## src/rtl/fp_compare_arbiter_pkg.sv

```systemverilog
// Shared types for the FP comparator arbiter slice.
// OpTypes carries the comparator command; RvTypes carries word_t and fflags_t.
package OpTypes;

  typedef enum logic [2:0] {
    CMP_EQ  = 3'd0,
    CMP_LT  = 3'd1,
    CMP_LE  = 3'd2,
    CMP_MIN = 3'd3,
    CMP_MAX = 3'd4
  } FpComparatorCommand;

endpackage

package RvTypes;

  typedef logic [31:0] word_t;

  typedef struct packed {
    logic nv;
    logic dz;
    logic of;
    logic uf;
    logic nx;
  } fflags_t;

endpackage

```

## src/rtl/fp_compare_arbiter_if.sv

```systemverilog
// Request/response bundle of fp_compare_arbiter.
// master = requesters and response consumer, slave = the arbiter.
interface fp_compare_arbiter_if #(
  parameter int WIDTH     = 32,
  parameter int TAG_WIDTH = 4
);
  import OpTypes::*;
  import RvTypes::*;

  logic                 req0Valid;
  logic                 req0Ready;
  FpComparatorCommand   req0Command;
  logic [WIDTH-1:0]     req0Src1;
  logic [WIDTH-1:0]     req0Src2;
  logic [TAG_WIDTH-1:0] req0Tag;

  logic                 req1Valid;
  logic                 req1Ready;
  FpComparatorCommand   req1Command;
  logic [WIDTH-1:0]     req1Src1;
  logic [WIDTH-1:0]     req1Src2;
  logic [TAG_WIDTH-1:0] req1Tag;

  logic                 respValid;
  logic                 respReady;
  logic                 respRequester;
  logic [TAG_WIDTH-1:0] respTag;
  word_t                respIntResult;
  logic [WIDTH-1:0]     respFpResult;
  fflags_t              respFlags;

  fflags_t              stickyFlags;
  logic                 stickyClear;

  modport master (
    output req0Valid, req0Command, req0Src1, req0Src2, req0Tag,
    input  req0Ready,
    output req1Valid, req1Command, req1Src1, req1Src2, req1Tag,
    input  req1Ready,
    input  respValid, respRequester, respTag,
    input  respIntResult, respFpResult, respFlags,
    output respReady,
    input  stickyFlags,
    output stickyClear
  );

  modport slave (
    input  req0Valid, req0Command, req0Src1, req0Src2, req0Tag,
    output req0Ready,
    input  req1Valid, req1Command, req1Src1, req1Src2, req1Tag,
    output req1Ready,
    output respValid, respRequester, respTag,
    output respIntResult, respFpResult, respFlags,
    input  respReady,
    output stickyFlags,
    input  stickyClear
  );

endinterface

```

## src/rtl/fp_compare_arbiter_cmp.sv

```systemverilog
// Combinational FP compare / min / max with RISC-V NaN and signed-zero rules.
// clk/rst are ports only so the unit can later be pipelined in place.
module FpComparator
  import OpTypes::*;
  import RvTypes::*;
#(
  parameter int EXPONENT_WIDTH = 8,
  parameter int FRACTION_WIDTH = 23,
  parameter int WIDTH = 1 + EXPONENT_WIDTH + FRACTION_WIDTH
) (
  input  logic               clk,
  input  logic               rst,
  input  FpComparatorCommand command,
  input  logic [WIDTH-1:0]   src1,
  input  logic [WIDTH-1:0]   src2,
  output word_t              int_result,
  output logic [WIDTH-1:0]   fp_result,
  output fflags_t            flags
);

  localparam logic [WIDTH-1:0] CANON_NAN =
    {1'b0, {EXPONENT_WIDTH{1'b1}}, 1'b1, {(FRACTION_WIDTH-1){1'b0}}};

  logic unused_clk_rst;
  assign unused_clk_rst = clk ^ rst;

  function automatic logic fp_lt(input logic [WIDTH-1:0] x,
                                 input logic [WIDTH-1:0] y);
    if (~|{x[WIDTH-2:0], y[WIDTH-2:0]}) return 1'b0;
    if (x[WIDTH-1] != y[WIDTH-1]) return x[WIDTH-1];
    if (!x[WIDTH-1]) return x[WIDTH-2:0] < y[WIDTH-2:0];
    return y[WIDTH-2:0] < x[WIDTH-2:0];
  endfunction

  logic a_nan, b_nan, a_snan, b_snan, any_nan;
  logic both_zero, eq, lt_ab, lt_ba, min_a, max_a;

  assign a_nan  = (&src1[WIDTH-2:FRACTION_WIDTH]) && (|src1[FRACTION_WIDTH-1:0]);
  assign b_nan  = (&src2[WIDTH-2:FRACTION_WIDTH]) && (|src2[FRACTION_WIDTH-1:0]);
  assign a_snan = a_nan && !src1[FRACTION_WIDTH-1];
  assign b_snan = b_nan && !src2[FRACTION_WIDTH-1];
  assign any_nan = a_nan || b_nan;

  assign both_zero = ~|{src1[WIDTH-2:0], src2[WIDTH-2:0]};
  assign eq    = (src1 == src2) || both_zero;
  assign lt_ab = fp_lt(src1, src2);
  assign lt_ba = fp_lt(src2, src1);
  // -0 orders below +0 for min/max only
  assign min_a = lt_ab || (eq && src1[WIDTH-1]);
  assign max_a = lt_ba || (eq && !src1[WIDTH-1]);

  always_comb begin
    int_result = '0;
    fp_result  = '0;
    flags      = '0;
    case (command)
      CMP_EQ: begin
        flags.nv      = a_snan || b_snan;
        int_result[0] = !any_nan && eq;
      end
      CMP_LT: begin
        flags.nv      = any_nan;
        int_result[0] = !any_nan && lt_ab;
      end
      CMP_LE: begin
        flags.nv      = any_nan;
        int_result[0] = !any_nan && (lt_ab || eq);
      end
      CMP_MIN, CMP_MAX: begin
        flags.nv = a_snan || b_snan;
        if (a_nan && b_nan)            fp_result = CANON_NAN;
        else if (a_nan)                fp_result = src2;
        else if (b_nan)                fp_result = src1;
        else if (command == CMP_MIN)   fp_result = min_a ? src1 : src2;
        else                           fp_result = max_a ? src1 : src2;
      end
      default: ;
    endcase
  end

endmodule

```

## src/rtl/fp_compare_arbiter.sv

```systemverilog
// Round-robin share of one FpComparator between two requesters, 2-deep resp FIFO.
// FP_COMPARE_STICKY_FLAGS_EN builds the sticky fflags accumulator.
module fp_compare_arbiter
  import OpTypes::*;
  import RvTypes::*;
#(
  parameter int EXPONENT_WIDTH = 8,
  parameter int FRACTION_WIDTH = 23,
  parameter int WIDTH = 1 + EXPONENT_WIDTH + FRACTION_WIDTH,
  parameter int TAG_WIDTH = 4
) (
  input logic clk,
  input logic rst,
  fp_compare_arbiter_if.slave bus
);

  localparam int DEPTH = 2;

  typedef struct packed {
    logic                 requester;
    logic [TAG_WIDTH-1:0] tag;
    word_t                int_result;
    logic [WIDTH-1:0]     fp_result;
    fflags_t              flags;
  } entry_t;

  entry_t mem [DEPTH];
  entry_t push_entry, head;

  logic [1:0] count;
  logic wptr, rptr, last_grant;
  logic grant, space, push, pop, resp_valid;

  FpComparatorCommand sel_cmd;
  logic [WIDTH-1:0] sel_a, sel_b;
  word_t cmp_int;
  logic [WIDTH-1:0] cmp_fp;
  fflags_t cmp_flags;

  assign resp_valid = count != 2'd0;
  assign pop   = resp_valid && bus.respReady;
  assign space = (count != 2'(DEPTH)) || pop;

  // with both valid the port that did not win last time goes next
  assign grant = (bus.req0Valid && bus.req1Valid) ? ~last_grant
                                                   : bus.req1Valid;
  assign bus.req0Ready = space && !grant;
  assign bus.req1Ready = space && grant;
  assign push = space && (grant ? bus.req1Valid : bus.req0Valid);

  assign sel_cmd = grant ? bus.req1Command : bus.req0Command;
  assign sel_a   = grant ? bus.req1Src1 : bus.req0Src1;
  assign sel_b   = grant ? bus.req1Src2 : bus.req0Src2;

  FpComparator #(
    .EXPONENT_WIDTH(EXPONENT_WIDTH),
    .FRACTION_WIDTH(FRACTION_WIDTH),
    .WIDTH(WIDTH)
  ) u_cmp (
    .clk(clk),
    .rst(rst),
    .command(sel_cmd),
    .src1(sel_a),
    .src2(sel_b),
    .int_result(cmp_int),
    .fp_result(cmp_fp),
    .flags(cmp_flags)
  );

  always_comb begin
    push_entry.requester  = grant;
    push_entry.tag        = grant ? bus.req1Tag : bus.req0Tag;
    push_entry.int_result = cmp_int;
    push_entry.fp_result  = cmp_fp;
    push_entry.flags      = cmp_flags;
  end

  always_ff @(posedge clk or negedge rst) begin
    if (!rst) begin
      count      <= 2'd0;
      wptr       <= 1'b0;
      rptr       <= 1'b0;
      last_grant <= 1'b1;
    end else begin
      unique case ({push, pop})
        2'b10:   count <= count + 2'd1;
        2'b01:   count <= count - 2'd1;
        default: count <= count;
      endcase
      if (push) begin
        wptr       <= ~wptr;
        last_grant <= grant;
      end
      if (pop) rptr <= ~rptr;
    end
  end

  always_ff @(posedge clk) begin
    if (push) mem[wptr] <= push_entry;
  end

  assign head = mem[rptr];
  assign bus.respValid     = resp_valid;
  assign bus.respRequester = head.requester;
  assign bus.respTag       = head.tag;
  assign bus.respIntResult = head.int_result;
  assign bus.respFpResult  = head.fp_result;
  assign bus.respFlags     = head.flags;

`ifdef FP_COMPARE_STICKY_FLAGS_EN
  fflags_t sticky;

  // clear applies before the popped flags are merged
  always_ff @(posedge clk or negedge rst) begin
    if (!rst)                 sticky <= '0;
    else if (bus.stickyClear) sticky <= pop ? head.flags : '0;
    else if (pop)             sticky <= sticky | head.flags;
  end

  assign bus.stickyFlags = sticky;
`else
  logic unused_sticky_clear;
  assign unused_sticky_clear = bus.stickyClear;
  assign bus.stickyFlags = '0;
`endif

endmodule

```

## src/flat_wrapper.sv

```systemverilog
// flat-port wrapper written by rule: the top's interface ports become plain ports
module fp_compare_arbiter_flat import OpTypes::*; import RvTypes::*;
#(
  parameter int EXPONENT_WIDTH = 8,
  parameter int FRACTION_WIDTH = 23,
  parameter int WIDTH = 1 + EXPONENT_WIDTH + FRACTION_WIDTH,
  parameter int TAG_WIDTH = 4
)
  (clk, rst, bus_req0Valid, bus_req0Command, bus_req0Src1, bus_req0Src2, bus_req0Tag, bus_req0Ready, bus_req1Valid, bus_req1Command, bus_req1Src1, bus_req1Src2, bus_req1Tag, bus_req1Ready, bus_respValid, bus_respRequester, bus_respTag, bus_respIntResult, bus_respFpResult, bus_respFlags, bus_respReady, bus_stickyFlags, bus_stickyClear);
  fp_compare_arbiter_if #(.WIDTH(WIDTH), .TAG_WIDTH(TAG_WIDTH)) bus_i ();
  input logic clk;
  input logic rst;
  input wire logic [$bits(bus_i.req0Valid)-1:0] bus_req0Valid;
  input wire logic [$bits(bus_i.req0Command)-1:0] bus_req0Command;
  input wire logic [$bits(bus_i.req0Src1)-1:0] bus_req0Src1;
  input wire logic [$bits(bus_i.req0Src2)-1:0] bus_req0Src2;
  input wire logic [$bits(bus_i.req0Tag)-1:0] bus_req0Tag;
  output wire logic [$bits(bus_i.req0Ready)-1:0] bus_req0Ready;
  input wire logic [$bits(bus_i.req1Valid)-1:0] bus_req1Valid;
  input wire logic [$bits(bus_i.req1Command)-1:0] bus_req1Command;
  input wire logic [$bits(bus_i.req1Src1)-1:0] bus_req1Src1;
  input wire logic [$bits(bus_i.req1Src2)-1:0] bus_req1Src2;
  input wire logic [$bits(bus_i.req1Tag)-1:0] bus_req1Tag;
  output wire logic [$bits(bus_i.req1Ready)-1:0] bus_req1Ready;
  output wire logic [$bits(bus_i.respValid)-1:0] bus_respValid;
  output wire logic [$bits(bus_i.respRequester)-1:0] bus_respRequester;
  output wire logic [$bits(bus_i.respTag)-1:0] bus_respTag;
  output wire logic [$bits(bus_i.respIntResult)-1:0] bus_respIntResult;
  output wire logic [$bits(bus_i.respFpResult)-1:0] bus_respFpResult;
  output wire logic [$bits(bus_i.respFlags)-1:0] bus_respFlags;
  input wire logic [$bits(bus_i.respReady)-1:0] bus_respReady;
  output wire logic [$bits(bus_i.stickyFlags)-1:0] bus_stickyFlags;
  input wire logic [$bits(bus_i.stickyClear)-1:0] bus_stickyClear;
  assign bus_i.req0Valid = bus_req0Valid;
  assign bus_i.req0Command = bus_req0Command;
  assign bus_i.req0Src1 = bus_req0Src1;
  assign bus_i.req0Src2 = bus_req0Src2;
  assign bus_i.req0Tag = bus_req0Tag;
  assign bus_req0Ready = bus_i.req0Ready;
  assign bus_i.req1Valid = bus_req1Valid;
  assign bus_i.req1Command = bus_req1Command;
  assign bus_i.req1Src1 = bus_req1Src1;
  assign bus_i.req1Src2 = bus_req1Src2;
  assign bus_i.req1Tag = bus_req1Tag;
  assign bus_req1Ready = bus_i.req1Ready;
  assign bus_respValid = bus_i.respValid;
  assign bus_respRequester = bus_i.respRequester;
  assign bus_respTag = bus_i.respTag;
  assign bus_respIntResult = bus_i.respIntResult;
  assign bus_respFpResult = bus_i.respFpResult;
  assign bus_respFlags = bus_i.respFlags;
  assign bus_i.respReady = bus_respReady;
  assign bus_stickyFlags = bus_i.stickyFlags;
  assign bus_i.stickyClear = bus_stickyClear;
  fp_compare_arbiter #(.EXPONENT_WIDTH(EXPONENT_WIDTH), .FRACTION_WIDTH(FRACTION_WIDTH), .WIDTH(WIDTH), .TAG_WIDTH(TAG_WIDTH)) u_core (.clk(clk), .rst(rst), .bus(bus_i));
endmodule
```

## config.mk

```make
export PLATFORM = sky130hd
export DESIGN_NAME = fp_compare_arbiter_flat
export DESIGN_NICKNAME = d
export VERILOG_FILES = /design/src/rtl/fp_compare_arbiter_pkg.sv /design/src/rtl/fp_compare_arbiter_if.sv /design/src/rtl/fp_compare_arbiter_cmp.sv /design/src/rtl/fp_compare_arbiter.sv /design/src/flat_wrapper.sv
export SDC_FILE = /design/constraint.sdc
export NUM_CORES = 1
export LEC_CHECK = 0
export CAP_MARGIN = 10
export CORE_ASPECT_RATIO = 1.4
export CORE_MARGIN = 3
export CORE_UTILIZATION = 49
export CTS_CLUSTER_SIZE = 14
export DETAILED_ROUTE_END_ITERATION = 10
export GPL_ROUTABILITY_DRIVEN = 0
export PLACE_DENSITY = 0.9
export SLEW_MARGIN = 20
export SYNTH_ARGS = -nofsm -noshare
export SYNTH_HDL_FRONTEND = slang
export SYNTH_SLANG_ARGS = --single-unit
export TNS_END_PERCENT = 5
```

## constraint.sdc

```tcl
create_clock -name clk -period 11.55 [get_ports clk]
set_clock_uncertainty 0.15 [all_clocks]
set_input_delay 3.465 -clock clk [delete_from_list [all_inputs] [get_ports clk]]
set_output_delay 3.465 -clock clk [all_outputs]
set_load 0.02 [all_outputs]
```

# Word-level counts from Yosys, hierarchy flattened
# Memory sizes are Yosys's and may differ from the RTL's.
# Cells that the tools add are included.
# word_totals
register_bits	5
latch_bits	0
ram_bits	78
romBits	0
output_inout_bits	82
wordCells	100
memories	1
# classes
n_addsub	2
mul	0
div_mod_pow	0
magnitude_cmp	2
eq_ne	10
shifts	0
mux	39
n_bitwise	3
n_reduce_logical	39
# memory_table
name	words	word_bits	rd	rd_clocked_by_memory_dff	wr	line_no	source
u_core.mem	2	39	1	0	1	fp_compare_arbiter.sv:27	entry_t mem [DEPTH];
# ops
op	n
32-bit two-way mux	9
31-bit less-than comparator	2
62-bit OR reduction	1
23-bit OR reduction	2
32-bit equality test	1
1-bit two-way mux	25
8-bit AND reduction	2
1-bit logical AND	15
1-bit logical OR	7
3-bit by 2-bit equality test with 1-bit output (second input constant)	2
1-bit logical NOT	6
4-bit two-way mux	1
2-bit case mux with 2 select lines	1
2-bit nonzero test	2
2-bit OR reduction	2
3-bit by 1-bit equality test with 1-bit output (second input constant)	1
3-bit equality test (second input constant)	1
3-bit logical NOT	1
3-bit two-way mux	1
1-bit NOT	3
1-bit case mux with 3 select lines	1
3-bit OR reduction	1
2-bit by 1-bit adder with 2-bit output (second input constant)	1
2-bit by 1-bit equality test with 1-bit output (second input constant)	1
5 further kinds	6

# Longest topological paths before layout
# depth
word_depth	18
depth_mapped	22

# Hierarchy
# A second synthesis with hierarchy kept.
# hier_totals
cells_unflattened	646
hier_area_um2	8887.3
# by_module_without_submodules
module	n_inst	cells_each	area_per_inst_um2	seq_area_each_um2
fp_compare_arbiter	1	339	6787.8	4570.6
FpComparator	1	307	2099.5	0.0

# Worst setup path before layout
# No wires, ideal clock.
# synth_path
path_kind	input -> output
from	in bus_req1Valid
to	out bus_req0Ready
t_arrival_ns	5.137
setup_slack_ns	2.798
cell_stages	9
n_path_buf	6
cell_sequence	a21bo_1 buf_6 inv_8 buf_12 buf_6 buf_2 buf_1 clkbuf_1 nor2_1
# synth_via
elab_chain_cells	4
# synth_lines
item	line_no	source
start, declared	flat_wrapper.sv:19	input wire logic [$bits(bus_i.req1Valid)-1:0] bus_req1Valid;
1-bit logical AND	fp_compare_arbiter.sv:45	assign grant = (bus.req0Valid && bus.req1Valid) ? ~last_grant
1-bit two-way mux (*)	fp_compare_arbiter.sv:45	
net u_core.grant	fp_compare_arbiter.sv:32	logic grant, space, push, pop, resp_valid;
1-bit logical NOT (*)	fp_compare_arbiter.sv:47	assign bus.req0Ready = space && !grant;
1-bit logical AND (*)	fp_compare_arbiter.sv:47	
end, declared	flat_wrapper.sv:18	output wire logic [$bits(bus_i.req0Ready)-1:0] bus_req0Ready;
# Mark *: on every way through the listed nets, which the timed path passes. The rest lies on a longest branch.

# Worst setup path in the final report
# layout_path
from	in bus_req0Valid
to	out bus_req0Ready
# layout_via
elab_chain_cells	4
# layout_lines
item	line_no	source
start, declared	flat_wrapper.sv:13	input wire logic [$bits(bus_i.req0Valid)-1:0] bus_req0Valid;
1-bit logical AND	fp_compare_arbiter.sv:45	
1-bit two-way mux	fp_compare_arbiter.sv:45	
1-bit logical NOT	fp_compare_arbiter.sv:47	
1-bit logical AND	fp_compare_arbiter.sv:47	
# No other way between the ends.

==> impl_metrics.csv <==
group,metric,value,unit
worst_setup_path,crit_top_cell,"clkdlybuf4s50_1",
sta,fin_crit,9570,ps
clocking,cts-resized-gates,0,
status,status,"finished, final reports clean",
route,via_per_inst,5.89,
cells_and_area,area_growth,34.0,%
global_routing,antenna_found_initial,0,
cells_and_area,final_util,67.5,%
floorplan,start_util,50.4,%
synth,avgSynthCellArea,9.74,um2
clocking,cts_hold_buf,0,
cells_and_area,postLayoutCellArea,0.00835,mm2
synth,synth_edf_count,78,
synth,yosys.cell_types.count,61,
worst_setup_path,startpoint,"bus_req0Valid",
clocking,cts_buffers,9,
synth,netlist_top_cells_area,"edfxtp_1, mux2_2, nand2_1",
power,irDropWorstVdd,0.000104,V
global_routing,overflow,0,
global_routing,grt_first_pass_wirelength,28900,um
floorplan,fp.dieArea,0.0141,mm2
power,power_per_cell_area,193,mW/mm2
sta,tns,0,ps
worst_setup_path,reg2reg_depth,14,
route,ant_nets,0,
synth,syn_area,0.00623,mm2
worst_setup_path,cp_slowest_stage_delay,750,ps
power,p_leak,3.29,nW
global_routing,track_usage,26.4,%
clocking,cts-root-buf,"clkbuf_16",
sta,worst_slew_pin_slew,1080,ps
placement,place_hpwl,14300,um
floorplan,die_y,139,um
clocking,cts_buffer_depth,2,
worst_setup_path,r2r-start,"u_core.last_grant",
floorplan,num_rows,48,
worst_hold_path,hold_end,"u_core.count[1]",
worst_setup_path,worstPathRequired,7940,ps
worst_setup_path,startpoint_type,"primary input",
sta,rsz0062_at_grt,"no",
run,max_cap_viol_count,0,
worst_setup_path,cp_slowest_cell,"a21bo_2",
route,num_vias,5723,
placement,port_buffers,188,
worst_hold_path,min_path_cells,1,
cells_and_area,drive_gt1_share,9.26,%
sta,whs,340,ps
global_routing,grt_max_degree,78,
sta,period_share,82.8,%
worst_hold_path,hold_path_class,"flop to flop",
power,p_total,1.61,mW
worst_setup_path,cp.arrival,5950,ps
sta,maxSlewViolCount,0,
worst_hold_path,hold_start,"u_core.count[1]",
floorplan,coreArea,0.0124,mm2
worst_setup_path,critPathKind,"primary input to output port",
clocking,post-cts-setup-buffers,0,
cells_and_area,instances_no_fill,971,
worst_setup_path,critical_path_peak_fanout,77,
sta,timing.fmax,105,MHz
cells_and_area,num-fill-cells,932,
placement,dpl_cell_area,0.00806,mm2
route,first_pass_iters,5,
route,routedWlPerCell,19.2,um
synth,seq_area_frac_synth,39.6,%
clocking,clkTransAtPathRegs,60,ps
worst_setup_path,r2r_setup_slack,5270,ps
sta,setup_viol,0,
sta,max-slew-margin-rel,27.8,%
synth,ys_warn_count,0,
worst_setup_path,r2r_end,"u_core.mem[0][11]",
cells_and_area,nets,990,
synth,yosysTopAreaCell,"edfxtp_1",
sta,postLayoutSetupSlackWorst,1980,ps
placement,dp.cells,955,
global_routing,grt_pass1_vias,5439,
clocking,cts.htree.levels,3,
clocking,clock_latency,340,ps
sta,finalHoldViolations,0,
floorplan,die_w,101,um
route,drt-initial-drc-count,366,
route,drc,0,
synth,synth_top_area_share,37.6,%
placement,post-place-ws,1990,ps
cells_and_area,diodes,0,
worst_setup_path,critical_path.cell_chain,"clkdlybuf4s50_1 -> a21bo_2 -> inv_8 -> nor2_1 -> clkdlybuf4s50_1",
floorplan,io_pins,230,
worst_setup_path,end_kind,"output port",
clocking,tritoncts,"done",
synth,yosys_register_bits,83,
route,drt-total-wl,18600,um
synth,async_reset_ff_share,6.02,%
clocking,cts_num_sinks,83,
synth,synth_ff_type,"edfxtp_1",
synth,syn-instance-count,640,
## metal layers
layer / track usage, % / part of all wire [%] / vias up
li1: - / - / 2653
met1: 33.5 / 38 / 2685
met2: 45.2 / 51 / 350
met3: 4.41 / 9.2 / 35
met4: 8.26 / 2.4 / 0
met5: 0 / 0 / -
## state kept, by name, summed over array words and instances (netlist names)
name               flops
u_core.rptr            1
u_core.last_grant      1
u_core.mem            78
u_core.wptr            1
u_core.count           2
## worst max-delay path: cells and delay by family
kind            cells  cell delay, ps
compound gates      1             750
buf+inv             3            1510
simple gates        1             210
## Yosys cell counts (all sizes together), types with 14 or more instances
| library cell | instances |
|---|---|
| nand2 | 117 |
| mux2 | 39 |
| edfxtp | 78 |
| nor2 | 39 |
| mux2i | 37 |
| a2bb2oi | 15 |
| o21ai | 15 |
| a21oi | 24 |
| buf | 56 |
| nor4 | 31 |
| inv | 14 |
| xor2 | 14 |
| nor3 | 15 |
| ha | 26 |
## where the power goes
part | total (mW) | leakage [nW] | switching [mW] | internal [mW]
clock network | 0.282 | 0.137 | 0.116 | 0.166
registers | 0.532 | 0.821 | 0.0571 | 0.475
logic | 0.798 | 2.33 | 0.426 | 0.372
total | 1.61 | 3.29 | 0.600 | 1.01
## worst max-delay path by stage
stage | endpoint | slack (ps)
2_1_floorplan | bus_req0Ready | 2800
3_3_place_gp | bus_req0Ready | 2050
3_5_place_dp | bus_req0Ready | 1990
4_1_cts | bus_req0Ready | 1990
5_1_grt | u_core.mem[1][23] | 1820
6_report | bus_req0Ready | 1980
## final cells by class
cell class                 instances  area (um2)  area share [%]
clock inverter                     7        66.3           0.794
inverter                          14        60.1           0.719
tap                              150         188            2.25
clock buffer                       9         225            2.70
timing repair buffer             193        1920            23.0
multi-input combinational        515        3420            41.0
sequential                        83        2470            29.6
## cell families after synthesis
kind of cell	after synthesis	share of synthesized area (%)
AO/OA/AOI/OAI	102	11.8
buffers and inverters	81	8.25
multiplexers	76	13.0
adder cells (fa/ha/maj)	26	5.22
flip-flops	83	39.6
AND/OR/NAND/NOR	251	19.3
XOR/XNOR	20	2.81
other	1	0.0601
## layout by cell type (no fill, tap or decap), types with 5 or more instances in the layout
| cell type | synthesis | layout |
|---|---|---|
| clkdlybuf4s50_1 | 0 | 188 |
| nand2_1 | 117 | 117 |
| edfxtp_1 | 78 | 78 |
| conb_1 | 1 | 40 |
| mux2_2 | 39 | 39 |
| nor2_1 | 39 | 37 |
| mux2i_1 | 36 | 36 |
| nor4_1 | 29 | 29 |
| ha_1 | 26 | 26 |
| a21oi_1 | 20 | 20 |
| nor3_1 | 15 | 15 |
| a2bb2oi_1 | 15 | 15 |
| o21ai_0 | 14 | 14 |
| xor2_1 | 14 | 14 |
| inv_1 | 13 | 13 |
| nand4_1 | 12 | 12 |
| a21o_1 | 9 | 9 |
| clkbuf_16 | 0 | 9 |
| a221oi_1 | 8 | 8 |
| nand3_1 | 6 | 6 |
| xnor2_1 | 6 | 6 |
| nor2b_1 | 5 | 5 |
| buf_4 | 40 | 5 |
No activity file was read; power rests on OpenSTA's default activity.
